`config.mk`:
```
export PLATFORM = sky130hd
export DESIGN_NAME = a5_keystream_gen_flat
export DESIGN_NICKNAME = d
export VERILOG_FILES = /design/src/rtl/a5_keystream_gen_if.sv /design/src/rtl/a5_keystream_gen.sv /design/src/flat_wrapper.sv
export SDC_FILE = /design/constraint.sdc
export NUM_CORES = 1
export LEC_CHECK = 0
export CAP_MARGIN = 5
export CORE_MARGIN = 8
export CORE_UTILIZATION = 60
export DETAILED_ROUTE_END_ITERATION = 10
export PLACE_DENSITY = 0.85
export SYNTH_ARGS = -nofsm -noshare
export SYNTH_HDL_FRONTEND = slang
export SYNTH_SLANG_ARGS = --single-unit
```
`constraint.sdc`:
```
create_clock -name clk -period 4.15 [get_ports clk]
set_clock_uncertainty 0.05 [all_clocks]
set_input_delay 0.6225 -clock clk [delete_from_list [all_inputs] [get_ports clk]]
set_output_delay 0.6225 -clock clk [all_outputs]
set_load 0.05 [all_outputs]
```
`src/rtl/a5_keystream_gen_if.sv`:
```
// Session/keystream handshake bundle between the A5/1 sequencer and its user.
interface a5_keystream_gen_if;
    logic        start;
    logic [63:0] key;
    logic [21:0] frame;
    logic        busy;
    logic        ks_valid;
    logic        ks_ready;
    logic        ks_bit;
    logic        done;

    // Session requester and keystream consumer side
    modport master (
        output start,
        output key,
        output frame,
        output ks_ready,
        input  busy,
        input  ks_valid,
        input  ks_bit,
        input  done
    );

    // Keystream generator side
    modport slave (
        input  start,
        input  key,
        input  frame,
        input  ks_ready,
        output busy,
        output ks_valid,
        output ks_bit,
        output done
    );
endinterface

```
`src/rtl/a5_keystream_gen.sv`:
```
// A5/1 keystream generator: loads R1/R2/R3 from a 64-bit key and a 22-bit
// frame number, runs the majority-clocked warm-up, then streams keystream
// bits one per valid/ready handshake.
module a5_keystream_gen #(
    parameter int NUM_KS_BITS = 228,
    parameter int WARMUP      = 100
) (
    input  logic               clk,
    input  logic               reset_n,
    a5_keystream_gen_if.slave  bus
);

    // One counter serves the key, frame, warm-up and output phases, so it
    // must hold the largest of their lengths.
    localparam int CNT_MAX_KW = (WARMUP > 64) ? WARMUP : 64;
    localparam int CNT_MAX    = (NUM_KS_BITS > CNT_MAX_KW) ? NUM_KS_BITS : CNT_MAX_KW;
    localparam int CNT_W      = $clog2(CNT_MAX + 1);

    localparam logic [CNT_W-1:0] KEY_LAST   = CNT_W'(63);
    localparam logic [CNT_W-1:0] FRAME_LAST = CNT_W'(21);
    localparam logic [CNT_W-1:0] WARM_LAST  = CNT_W'(WARMUP - 1);
    localparam logic [CNT_W-1:0] BITS_TOTAL = CNT_W'(NUM_KS_BITS);
    localparam logic [CNT_W-1:0] CNT_ONE    = CNT_W'(1);

    typedef enum logic [2:0] {
        S_IDLE,
        S_KEY,
        S_FRAME,
        S_WARM,
        S_PRIME,
        S_STREAM
    } state_t;

    state_t           state_q,    state_d;
    logic [18:0]      r1_q,       r1_d;
    logic [21:0]      r2_q,       r2_d;
    logic [22:0]      r3_q,       r3_d;
    logic [63:0]      key_sh_q,   key_sh_d;
    logic [21:0]      frame_sh_q, frame_sh_d;
    logic [CNT_W-1:0] cnt_q,      cnt_d;
    logic             ks_bit_q,   ks_bit_d;
    logic             ks_valid_q, ks_valid_d;
    logic             done_q,     done_d;

    logic             load_bit;
    logic [18:0]      load_r1;
    logic [21:0]      load_r2;
    logic [22:0]      load_r3;
    logic             maj;
    logic [18:0]      maj_r1;
    logic [21:0]      maj_r2;
    logic [22:0]      maj_r3;
    logic             maj_out;

    // Single LFSR steps: shift left, feedback of the taps XORed with d
    function automatic logic [18:0] step_r1(input logic [18:0] r, input logic d);
        return {r[17:0], r[13] ^ r[16] ^ r[17] ^ r[18] ^ d};
    endfunction

    function automatic logic [21:0] step_r2(input logic [21:0] r, input logic d);
        return {r[20:0], r[20] ^ r[21] ^ d};
    endfunction

    function automatic logic [22:0] step_r3(input logic [22:0] r, input logic d);
        return {r[21:0], r[7] ^ r[20] ^ r[21] ^ r[22] ^ d};
    endfunction

    // Candidate register values for the load phases and for a majority step
    always_comb begin
        load_bit = (state_q == S_KEY) ? key_sh_q[cnt_q[5:0]] : frame_sh_q[cnt_q[4:0]];
        load_r1  = step_r1(r1_q, load_bit);
        load_r2  = step_r2(r2_q, load_bit);
        load_r3  = step_r3(r3_q, load_bit);

        maj    = (r1_q[8] & r2_q[10]) | (r1_q[8] & r3_q[10]) | (r2_q[10] & r3_q[10]);
        maj_r1 = (r1_q[8]  == maj) ? step_r1(r1_q, 1'b0) : r1_q;
        maj_r2 = (r2_q[10] == maj) ? step_r2(r2_q, 1'b0) : r2_q;
        maj_r3 = (r3_q[10] == maj) ? step_r3(r3_q, 1'b0) : r3_q;

        maj_out = maj_r1[18] ^ maj_r2[21] ^ maj_r3[22];
    end

    // Session sequencer: next-state, register updates and output bit
    always_comb begin
        state_d    = state_q;
        r1_d       = r1_q;
        r2_d       = r2_q;
        r3_d       = r3_q;
        key_sh_d   = key_sh_q;
        frame_sh_d = frame_sh_q;
        cnt_d      = cnt_q;
        ks_bit_d   = ks_bit_q;
        ks_valid_d = ks_valid_q;
        done_d     = 1'b0;

        case (state_q)
            S_IDLE: begin
                if (bus.start) begin
                    r1_d       = '0;
                    r2_d       = '0;
                    r3_d       = '0;
                    key_sh_d   = bus.key;
                    frame_sh_d = bus.frame;
                    cnt_d      = '0;
                    state_d    = S_KEY;
                end
            end

            S_KEY: begin
                r1_d = load_r1;
                r2_d = load_r2;
                r3_d = load_r3;
                if (cnt_q == KEY_LAST) begin
                    cnt_d   = '0;
                    state_d = S_FRAME;
                end else begin
                    cnt_d = cnt_q + CNT_ONE;
                end
            end

            S_FRAME: begin
                r1_d = load_r1;
                r2_d = load_r2;
                r3_d = load_r3;
                if (cnt_q == FRAME_LAST) begin
                    cnt_d   = '0;
                    state_d = S_WARM;
                end else begin
                    cnt_d = cnt_q + CNT_ONE;
                end
            end

            S_WARM: begin
                r1_d = maj_r1;
                r2_d = maj_r2;
                r3_d = maj_r3;
                if (cnt_q == WARM_LAST) begin
                    cnt_d   = '0;
                    state_d = S_PRIME;
                end else begin
                    cnt_d = cnt_q + CNT_ONE;
                end
            end

            S_PRIME: begin
                r1_d       = maj_r1;
                r2_d       = maj_r2;
                r3_d       = maj_r3;
                ks_bit_d   = maj_out;
                ks_valid_d = 1'b1;
                cnt_d      = CNT_ONE;
                state_d    = S_STREAM;
            end

            S_STREAM: begin
                if (ks_valid_q && bus.ks_ready) begin
                    if (cnt_q < BITS_TOTAL) begin
                        r1_d     = maj_r1;
                        r2_d     = maj_r2;
                        r3_d     = maj_r3;
                        ks_bit_d = maj_out;
                        cnt_d    = cnt_q + CNT_ONE;
                    end else begin
                        ks_valid_d = 1'b0;
                        done_d     = 1'b1;
                        state_d    = S_IDLE;
                    end
                end
            end

            default: begin
                state_d = S_IDLE;
            end
        endcase
    end

    // State and datapath flops; reset aborts any session without a done pulse
    always_ff @(posedge clk or negedge reset_n) begin
        if (!reset_n) begin
            state_q    <= S_IDLE;
            r1_q       <= '0;
            r2_q       <= '0;
            r3_q       <= '0;
            key_sh_q   <= '0;
            frame_sh_q <= '0;
            cnt_q      <= '0;
            ks_bit_q   <= 1'b0;
            ks_valid_q <= 1'b0;
            done_q     <= 1'b0;
        end else begin
            state_q    <= state_d;
            r1_q       <= r1_d;
            r2_q       <= r2_d;
            r3_q       <= r3_d;
            key_sh_q   <= key_sh_d;
            frame_sh_q <= frame_sh_d;
            cnt_q      <= cnt_d;
            ks_bit_q   <= ks_bit_d;
            ks_valid_q <= ks_valid_d;
            done_q     <= done_d;
        end
    end

    assign bus.busy     = (state_q != S_IDLE);
    assign bus.ks_valid = ks_valid_q;
    assign bus.ks_bit   = ks_bit_q;
    assign bus.done     = done_q;

endmodule

```
`src/flat_wrapper.sv`:
```
// flat-port wrapper written by rule: the top's interface ports become plain ports
module a5_keystream_gen_flat 
#(
    parameter int NUM_KS_BITS = 228,
    parameter int WARMUP      = 100
)
  (clk, reset_n, bus_start, bus_key, bus_frame, bus_ks_ready, bus_busy, bus_ks_valid, bus_ks_bit, bus_done);
  a5_keystream_gen_if bus_i ();
  input  logic clk;
  input  logic reset_n;
  input wire logic [$bits(bus_i.start)-1:0] bus_start;
  input wire logic [$bits(bus_i.key)-1:0] bus_key;
  input wire logic [$bits(bus_i.frame)-1:0] bus_frame;
  input wire logic [$bits(bus_i.ks_ready)-1:0] bus_ks_ready;
  output wire logic [$bits(bus_i.busy)-1:0] bus_busy;
  output wire logic [$bits(bus_i.ks_valid)-1:0] bus_ks_valid;
  output wire logic [$bits(bus_i.ks_bit)-1:0] bus_ks_bit;
  output wire logic [$bits(bus_i.done)-1:0] bus_done;
  assign bus_i.start = bus_start;
  assign bus_i.key = bus_key;
  assign bus_i.frame = bus_frame;
  assign bus_i.ks_ready = bus_ks_ready;
  assign bus_busy = bus_i.busy;
  assign bus_ks_valid = bus_i.ks_valid;
  assign bus_ks_bit = bus_i.ks_bit;
  assign bus_done = bus_i.done;
  a5_keystream_gen #(.NUM_KS_BITS(NUM_KS_BITS), .WARMUP(WARMUP)) u_core (.clk(clk), .reset_n(reset_n), .bus(bus_i));
endmodule
```
# Yosys cells after proc, flatten, opt, wreduce, memory -nomap -nowiden
# Index checks and enable logic that the tools add are counted.
# Widths: inputs -> output; s select.
# word_totals
inputBits,90
wordCells,106
output_inout_bits,4
reg_bits,164
# op_classes
order_cmp,3
n_addsub,1
mux,43
n_eq_ne,18
n_reduce_logical,14
bitwise,17
# ops
operator,count
$mux 23,4
$pmux 23 s4,1
$mux 22,4
$pmux 22 s4,1
$mux 19,4
$pmux 19 s4,1
$mux 8,6
$pmux 8 s6,1
$mux 3,6
$pmux 3 s6,1
$xor 1x1->1,12
$mux 1,10
$add 8x1->8 const B,1
$eq 8x5->1 const B,1
$eq 8x6->1 const B,1
$eq 8x7->1 const B,1
$lt 8x8->1 const B,1
$ne 2x1->1 const B,4
$reduce_and 4->1,2
$lt 6x7->1 const B,1
$bmux 1 s6,1
$eq 3x2->1 const B,2
$eq 3x3->1 const B,2
$lt 5x6->1 const B,1
other kinds (17),27

# Logic depth before layout (Yosys ltp)
# Gate-level depths: netlist of run 1.
# logic_depth
ltp_word,10
depth_mapped,10
ltp_nobuf,8

# Least setup slack after synthesis of run 1
# Ideal clock, no wire load.
# synth_timing
path_kind,reg-to-reg
startpoint,reg u_core.cnt_q[0]
endpoint,reg u_core.r3_q[0]
setup_slack_ps,1780
path_stages_with_launch,8
synth_period_minus_slack_ps,2370
t_required_ps,3974
arrival_time_ps,2193
path_buffers,1
cell_sequence,dfrtp_1 -> buf_6 -> mux4_1 -> mux4_2 -> a21oi_2 -> a41oi_2 -> xnor2_1 -> a221o_1
# synth_between
elab_chain_cells,5
word_cells_on_any_way,10
cone_classes,1 x order compare; 1 x eq/ne; 6 x mux; 1 x bitwise; 1 x reduce/logical
# synth_rtl
item,line_no,text
start: declaration,a5_keystream_gen.sv:40,"logic [CNT_W-1:0] cnt_q, cnt_d;"
start signal: assignment,a5_keystream_gen.sv:197,cnt_q <= cnt_d;
$bmux 1 s6 / $bmux 1 s5 (equally long branches),a5_keystream_gen.sv:70,load_bit = (state_q == S_KEY) ? key_sh_q[cnt_q[5:0]] : frame_sh_q[cnt_q[4:0]];
$mux 1 (not written as such),a5_keystream_gen.sv:70,
$mux 1,a5_keystream_gen.sv:70,
$xor 1x1->1,a5_keystream_gen.sv:65,"return {r[21:0], r[7] ^ r[20] ^ r[21] ^ r[22] ^ d};"
$pmux 23 s4,a5_keystream_gen.sv:96,case (state_q)
end signal: assignment,a5_keystream_gen.sv:194,r3_q <= r3_d;
end: declaration,a5_keystream_gen.sv:37,"logic [22:0] r3_q, r3_d;"
# Parallel ways exist; a longest one is shown, timed or not. The select of a mux whose other input is x is not followed.
# A chain may end at the register's enable or synchronous reset.

# Worst setup path in the final report of run 1
# layout_timing
startpoint,reg u_core.cnt_q[0]
endpoint,reg u_core.cnt_q[5]
# layout_between
elab_chain_cells,4
word_cells_on_any_way,13
cone_classes,1 x add/sub; 1 x order compare; 4 x eq/ne; 6 x mux; 1 x reduce/logical
# layout_rtl
item,line_no,text
$add 8x1->8,--,
$mux 8,a5_keystream_gen.sv:157,if (cnt_q < BITS_TOTAL) begin
$mux 8,a5_keystream_gen.sv:156,if (ks_valid_q && bus.ks_ready) begin
$pmux 8 s6,a5_keystream_gen.sv:96,
# Parallel ways exist; a longest one is shown, timed or not. The select of a mux whose other input is x is not followed.

==> run metrics, run 1 <==
status completed; Cells after Synth slightly below 700; syn_nets just under 800; CTS max path bufs 2; area of the multi-input gates 0.00325 mm^2; CTS Sinks ~160; Cell Rows between 40 and 50; clock latency on the worst-skew pair roughly 0.42 ns; HPWL after DPL approximately 11,000 um; Worst Setup Start Kind flop; vias in the first global route ~5.7k; Synth Area in XOR/XNOR ~1.5%; CTS buffer count 17; final setup fails 0; ys async rst share between 90% and 100%; Mapped Area between 0.007 and 0.008 mm^2; clock-pin transition on the worst setup and hold timing paths about 0.060 ns; crit path capture type flop; vias post-DR about 5.4k; max_cap viols 0; Core ar. about 0.012 mm^2; adder-cell share of the synthesized area less than 1%; H-Tree Depth 4; Tmin final between 3 and 4 ns; commonest non-fill, non-tap cell in the layout dfrtp_1; crit path DAT about 3.3 ns; crit-path max FO 17; Final Cycle Share 73.9%; yosys warns 0; Final TNS setup 0 ns; layout cells sized above 1 between 10% and 20%; post-cts sizing count 0; global-route wire length before repair between 20,000 and 30,000 um; final max-slew violation count 0; main flop type after synthesis dfrtp_1; Synth Area in Compound Gates under 10%; max frequency roughly 330 MHz; relative max-transition margin roughly a quarter; DRC violations left 0; clock root buffer clkbuf_16; peak supply drop approximately 360 uV; FF/Latch Area between 0.004 and 0.005 mm^2; leakage power slightly below 4 nW; Worst Hold Class input pin to async pin; chip height approximately 130 um; Seq cells post-synth approximately 160; routed len/inst approximately 18 um; Setup Crit Path Kind flop to flop; Routed WL around 17,000 um; Layout Nets 847; Area Growth Syn to Fin 21.6%; die area ~0.016 mm^2; largest net degree at the start of global routing about 110; post-synthesis mux area share about a fifth; Hold Fails Final Rpt 0; Post-synth EDFFs 0; Initial Utilization between 60 and 70%; commonest cells after routing, fill and taps aside 164 x dfrtp_1, 136 x nand2_1, 94 x mux2_2; die width 128 um; GR Overflow Total 0; RSZ-0062 raised after global routing no; CTS hold repair buffers 0; RD Place Congestion roughly 0.83; post-layout util between 70% and 80%; main combinational cell family by area after synthesis multiplexers; pwr/cell area just under 700 mW/mm^2; Total GRT Usage 21.1%; Post-CTS Setup Bufs 0; 1st-iter DRT viols 471; Critical Path RT approximately 4.4 ns; routed vias/inst slightly below 6; initial antenna violation count 0; sequential area share after synthesis 54.1%; DRT Pass-1 Iters 5; fillers 822; Synth cell types 47; Antenna Cells 0; num ports 94; Final ANT Viol Nets 0; syn avg cell area around 11 um^2; worst slew pin tran about 1.1 ns; CTS tree done; Synth Area in Simple Gates between 10% and 20%; port bufs a little over 90
## stage by stage
stage	power (W)	instances	hold WS (ns)	instance area [um^2]	setup slack, ns
global route	0.00677	936	0.357	9230	0.774
floorplan	0.00423	675	0.277	7580	1.78
CTS	0.00641	935	0.307	9200	0.868
global placement	0.00467	904	0.410	8610	0.912
finish	0.00642	936	0.271	9230	1.09
detailed placement	0.00481	904	0.422	8610	0.900
## flip-flops by register name (all words and copies together), names as in the netlist
register             count
u_core.bus.ks_bit        1
u_core.cnt_q             8
u_core.frame_sh_q       22
u_core.r1_q             19
u_core.bus.ks_valid      1
u_core.key_sh_q         64
u_core.r2_q             22
u_core.bus.done          1
u_core.r3_q             23
u_core.state_q           3
## synthesized netlist by cell type (all sizes together), types with 2 or more instances
library cell / number / area [um^2]
dfrtp: 164 / 4100
nand2: 136 / 510
mux2: 94 / 1060
o21ai: 82 / 410
clkbuf: 24 / 90.1
buf: 21 / 131
nor2: 17 / 63.8
mux4: 13 / 315
a21oi: 11 / 62.6
xnor2: 11 / 96.3
nor2b: 10 / 62.6
nor3: 9 / 45.0
mux2i: 8 / 80.1
nand3: 8 / 40.0
nor4: 7 / 43.8
nand2b: 6 / 37.5
ha: 5 / 62.6
o22ai: 5 / 31.3
a2111oi: 4 / 35.0
a22oi: 4 / 30.0
inv: 4 / 15.0
a211oi: 3 / 22.5
a21o: 3 / 22.5
a31oi: 3 / 18.8
and3: 3 / 18.8
a221o: 2 / 20.0
nand4b: 2 / 17.5
o41ai: 2 / 17.5
xor2: 2 / 17.5
## layout make-up
cell class,count,area share [%]
multi-input combinational,462,35.2
tap,172,2.33
timing repair buffer,103,11.4
inverter,4,0.163
clock buffer,23,5.29
clock inverter,8,1.08
sequential,164,44.5
## routing by layer
metal	share of wire [%]	global-route usage, %
met4	2.1	9.16
met2	51	35.2
met5	0	0
met1	41	25.3
met3	5.8	5.71
## where the power goes
group | switching, W | internal (W) | total, W
Sequential | 0.000447 | 0.00218 | 0.00262
Clock | 0.000608 | 0.000945 | 0.00155
Combinational | 0.00114 | 0.00110 | 0.00224
Total | 0.00220 | 0.00422 | 0.00642
## cell families (layout without fill, tap and decap cells)
family | after synthesis | count (layout)
muxes | 115 | 115
DFF | 164 | 164
adders and majority gates | 6 | 6
and+or+nand+nor | 204 | 204
buffers and inverters | 49 | 138
AOI/OAI and AO/OA | 124 | 124
xor gates and xnor gates | 13 | 13
## worst max-delay path, cell delays in order (launching register included)
cell and delay, ns:
dfrtp_1 0.77, buf_4 0.36, ha_1 0.27, nand2_1 0.12
nor4_1 0.34, o22ai_1 0.25, a21oi_2 0.35, or2_1 0.23
nand2b_1 0.12, o21ai_0 0.07
## final timing paths
| kind | from | endpoint | slack (ns) | cells past startpoint |
|---|---|---|---|---|
| setup / recovery | u_core.cnt_q[0] | u_core.cnt_q[5] | 1.09 | 9 |
| min in group clk | u_core.r3_q[14] | u_core.r3_q[14] | 0.43 | 2 |
| max in group asynchronous | reset_n | u_core.frame_sh_q[9] | 2.93 | 2 |
| hold / removal | reset_n | u_core.r3_q[2] | 0.27 | 1 |
| hold reg to reg | u_core.r3_q[14] | u_core.r3_q[14] | 0.43 | 2 |
| setup reg to reg | u_core.cnt_q[0] | u_core.cnt_q[5] | 1.09 | 9 |
No activity file was read; power rests on OpenSTA's default activity.
==> inputs of run 2 (changes only) <==
- CORE_UTILIZATION: 60 -> 56
- PLACE_DENSITY: 0.85 -> 0.8
- clock period: 4.15 -> 3 ns (I/O delays scaled with it)
==> run 2 against run 1 <==
  * Die area grew 6.2%
  * Register-to-register slack lost 0.83 ns
  * Cell area grew 1.3%
  * Largest cell class unchanged
==> run metrics, run 2 (synthesis results as in run 1) <==
RD Place Congestion 0.862 (was 0.835); metal2 WL 8320 um (was 8390 um); Final ANT Viol Nets 0 (unchanged); Layout Nets 858 (was 847); num ports 94 (unchanged); crit path capture type flop (unchanged); CTS Sinks 164 (unchanged); CTS buffer count 17 (unchanged); total chip power 0.00907 W (was 0.00642 W); DRC violations left 0 (unchanged); status completed (unchanged); layout cells sized above 1 20.4% (was 19.0%); Area Growth Syn to Fin 23.3% (was 21.6%); CTS tree done (unchanged); Worst Setup Start Kind flop (unchanged); Setup Crit Path Kind flop to flop (unchanged); Initial Utilization 57.3% (was 60.8%); Cell Rows 42 (was 41); commonest cells after routing, fill and taps aside 164 x dfrtp_1, 136 x nand2_1, 94 x mux2_2 (unchanged); final setup fails 0 (unchanged); leakage power 3.91 nW (was 3.85 nW); port bufs 93 (unchanged); vias post-DR 5,368 (was 5,438); Total GRT Usage 19.9% (was 21.1%); HPWL after DPL 11,500 um (was 11,200 um); GR Overflow Total 0 (unchanged); Cell Area, Placed 0.00871 mm^2 (was 0.00861 mm^2); post-cts sizing count 0 (unchanged); routed len/inst 17.7 um (about the same); H-Tree Depth 4 (unchanged); clock-pin transition on the worst setup and hold timing paths 0.06 ns (about the same); peak supply drop 530 uV (was 357 uV); largest net degree at the start of global routing 87 (was 105); initial antenna violation count 0 (unchanged); met3 WL 814 um (was 960 um); DRT Pass-1 Iters 6 (was 5); crit path DAT 2.99 ns (was 3.30 ns); crit-path max FO 10 (was 17); die area 0.0175 mm^2 (was 0.0165 mm^2); clock latency on the worst-skew pair 0.43 ns (was 0.42 ns); max frequency 364 MHz (was 326 MHz); relative max-transition margin 54.2% (was 25.5%); max_cap viols 0 (unchanged); largest registers u_core.key_sh_q x64, u_core.r3_q x23 (unchanged); CTS max path bufs 2 (unchanged); die width 132 um (was 128 um); Critical Path RT 3.24 ns (was 4.39 ns); RSZ-0062 raised after global routing no (unchanged); Final Cell Area 0.00935 mm^2 (was 0.00923 mm^2); Hold WS 0.429 ns (was 0.271 ns); chip height 132 um (was 128 um); Core ar. 0.0132 mm^2 (was 0.0125 mm^2); Final TNS setup 0 ns (unchanged); Final Cycle Share 91.5% (was 73.9%); global-route wire length before repair 28,300 um (was 27,500 um); worst slew pin tran 0.687 ns (was 1.11 ns); Worst Hold Class flop to flop (was input pin to async pin); Antenna Cells 0 (unchanged); top routing layer used met4 (unchanged); pwr/cell area 970 mW/mm^2 (was 696 mW/mm^2); Tmin final 2.74 ns (was 3.06 ns); routed vias/inst 5.64 (was 5.81); max reg flops 64 (unchanged); Hold Fails Final Rpt 0 (unchanged); clock root buffer clkbuf_16 (unchanged); 1st-iter DRT viols 420 (was 471); Routed WL 16,900 um (was 16,500 um); commonest non-fill, non-tap cell in the layout dfrtp_1 (unchanged); Met1 Wirelength 7470 um (was 6830 um); final max-slew violation count 0 (unchanged); Most flops, register u_core.key_sh_q (unchanged); vias in the first global route 5,759 (was 5,671)
-- run 2: final timing paths --
kind	from	endpoint	slack (ns)	depth (start not counted)
min	u_core.r3_q[9]	u_core.r3_q[9]	0.43	2
min reg2reg	u_core.r3_q[9]	u_core.r3_q[9]	0.43	2
max in group asynchronous	reset_n	u_core.r3_q[14]	1.56	3
min in group asynchronous	reset_n	u_core.r1_q[17]	0.55	2
max reg2reg	u_core.cnt_q[0]	u_core.cnt_q[5]	0.26	9
max	u_core.cnt_q[0]	u_core.cnt_q[5]	0.26	9
-- run 2: timing repair --
action | CTS | global route
hold buffers | 1 | 0
setup buffers | 0 | 0
endpoints found under the hold margin | 19 | 0
-- run 2: final cells by class --
type	count	area, um^2
Clock inverter	11	149
Timing Repair Buffer	114	1130
Inverter	4	15.0
Multi-Input combinational cell	462	3250
Tap cell	176	220
Clock buffer	21	480
Fill cell	947	3890
Sequential cell	164	4100
-- run 2: worst max-delay path, cell delays in order, from the launching register on --
cell	delay, ns
dfrtp_1	0.62
buf_4	0.27
ha_1	0.26
nand2_1	0.13
nor4_1	0.29
o22ai_1	0.23
a21oi_2	0.33
or2_1	0.22
nand2b_1	0.13
o21ai_0	0.07
-- run 2: stage by stage --
| stage | util [%] | setup slack [ns] | instances |
|---|---|---|---|
| 3_5_place_dp | 65.8 | 0.355 | 919 |
| 2_1_floorplan | - | 0.630 | 675 |
| 6_report | 70.6 | 0.256 | 952 |
| 5_1_grt | 70.6 | 0.0962 | 952 |
| 3_3_place_gp | 65.8 | 0.418 | 919 |
| 4_1_cts | 70.6 | 0.274 | 952 |
-- run 2: power breakdown --
| group | internal (W) | switching [W] |
|---|---|---|
| combinational | 0.00159 | 0.00164 |
| clock | 0.00140 | 0.000888 |
| sequential | 0.00301 | 0.000543 |
-- run 2: per-layer routing --
layer | track usage [%] | vias up
li1 | - | 2553
met1 | 24.7 | 2644
met2 | 32.5 | 146
met3 | 6.02 | 25
met4 | 6.62 | 0
met5 | 0 | -
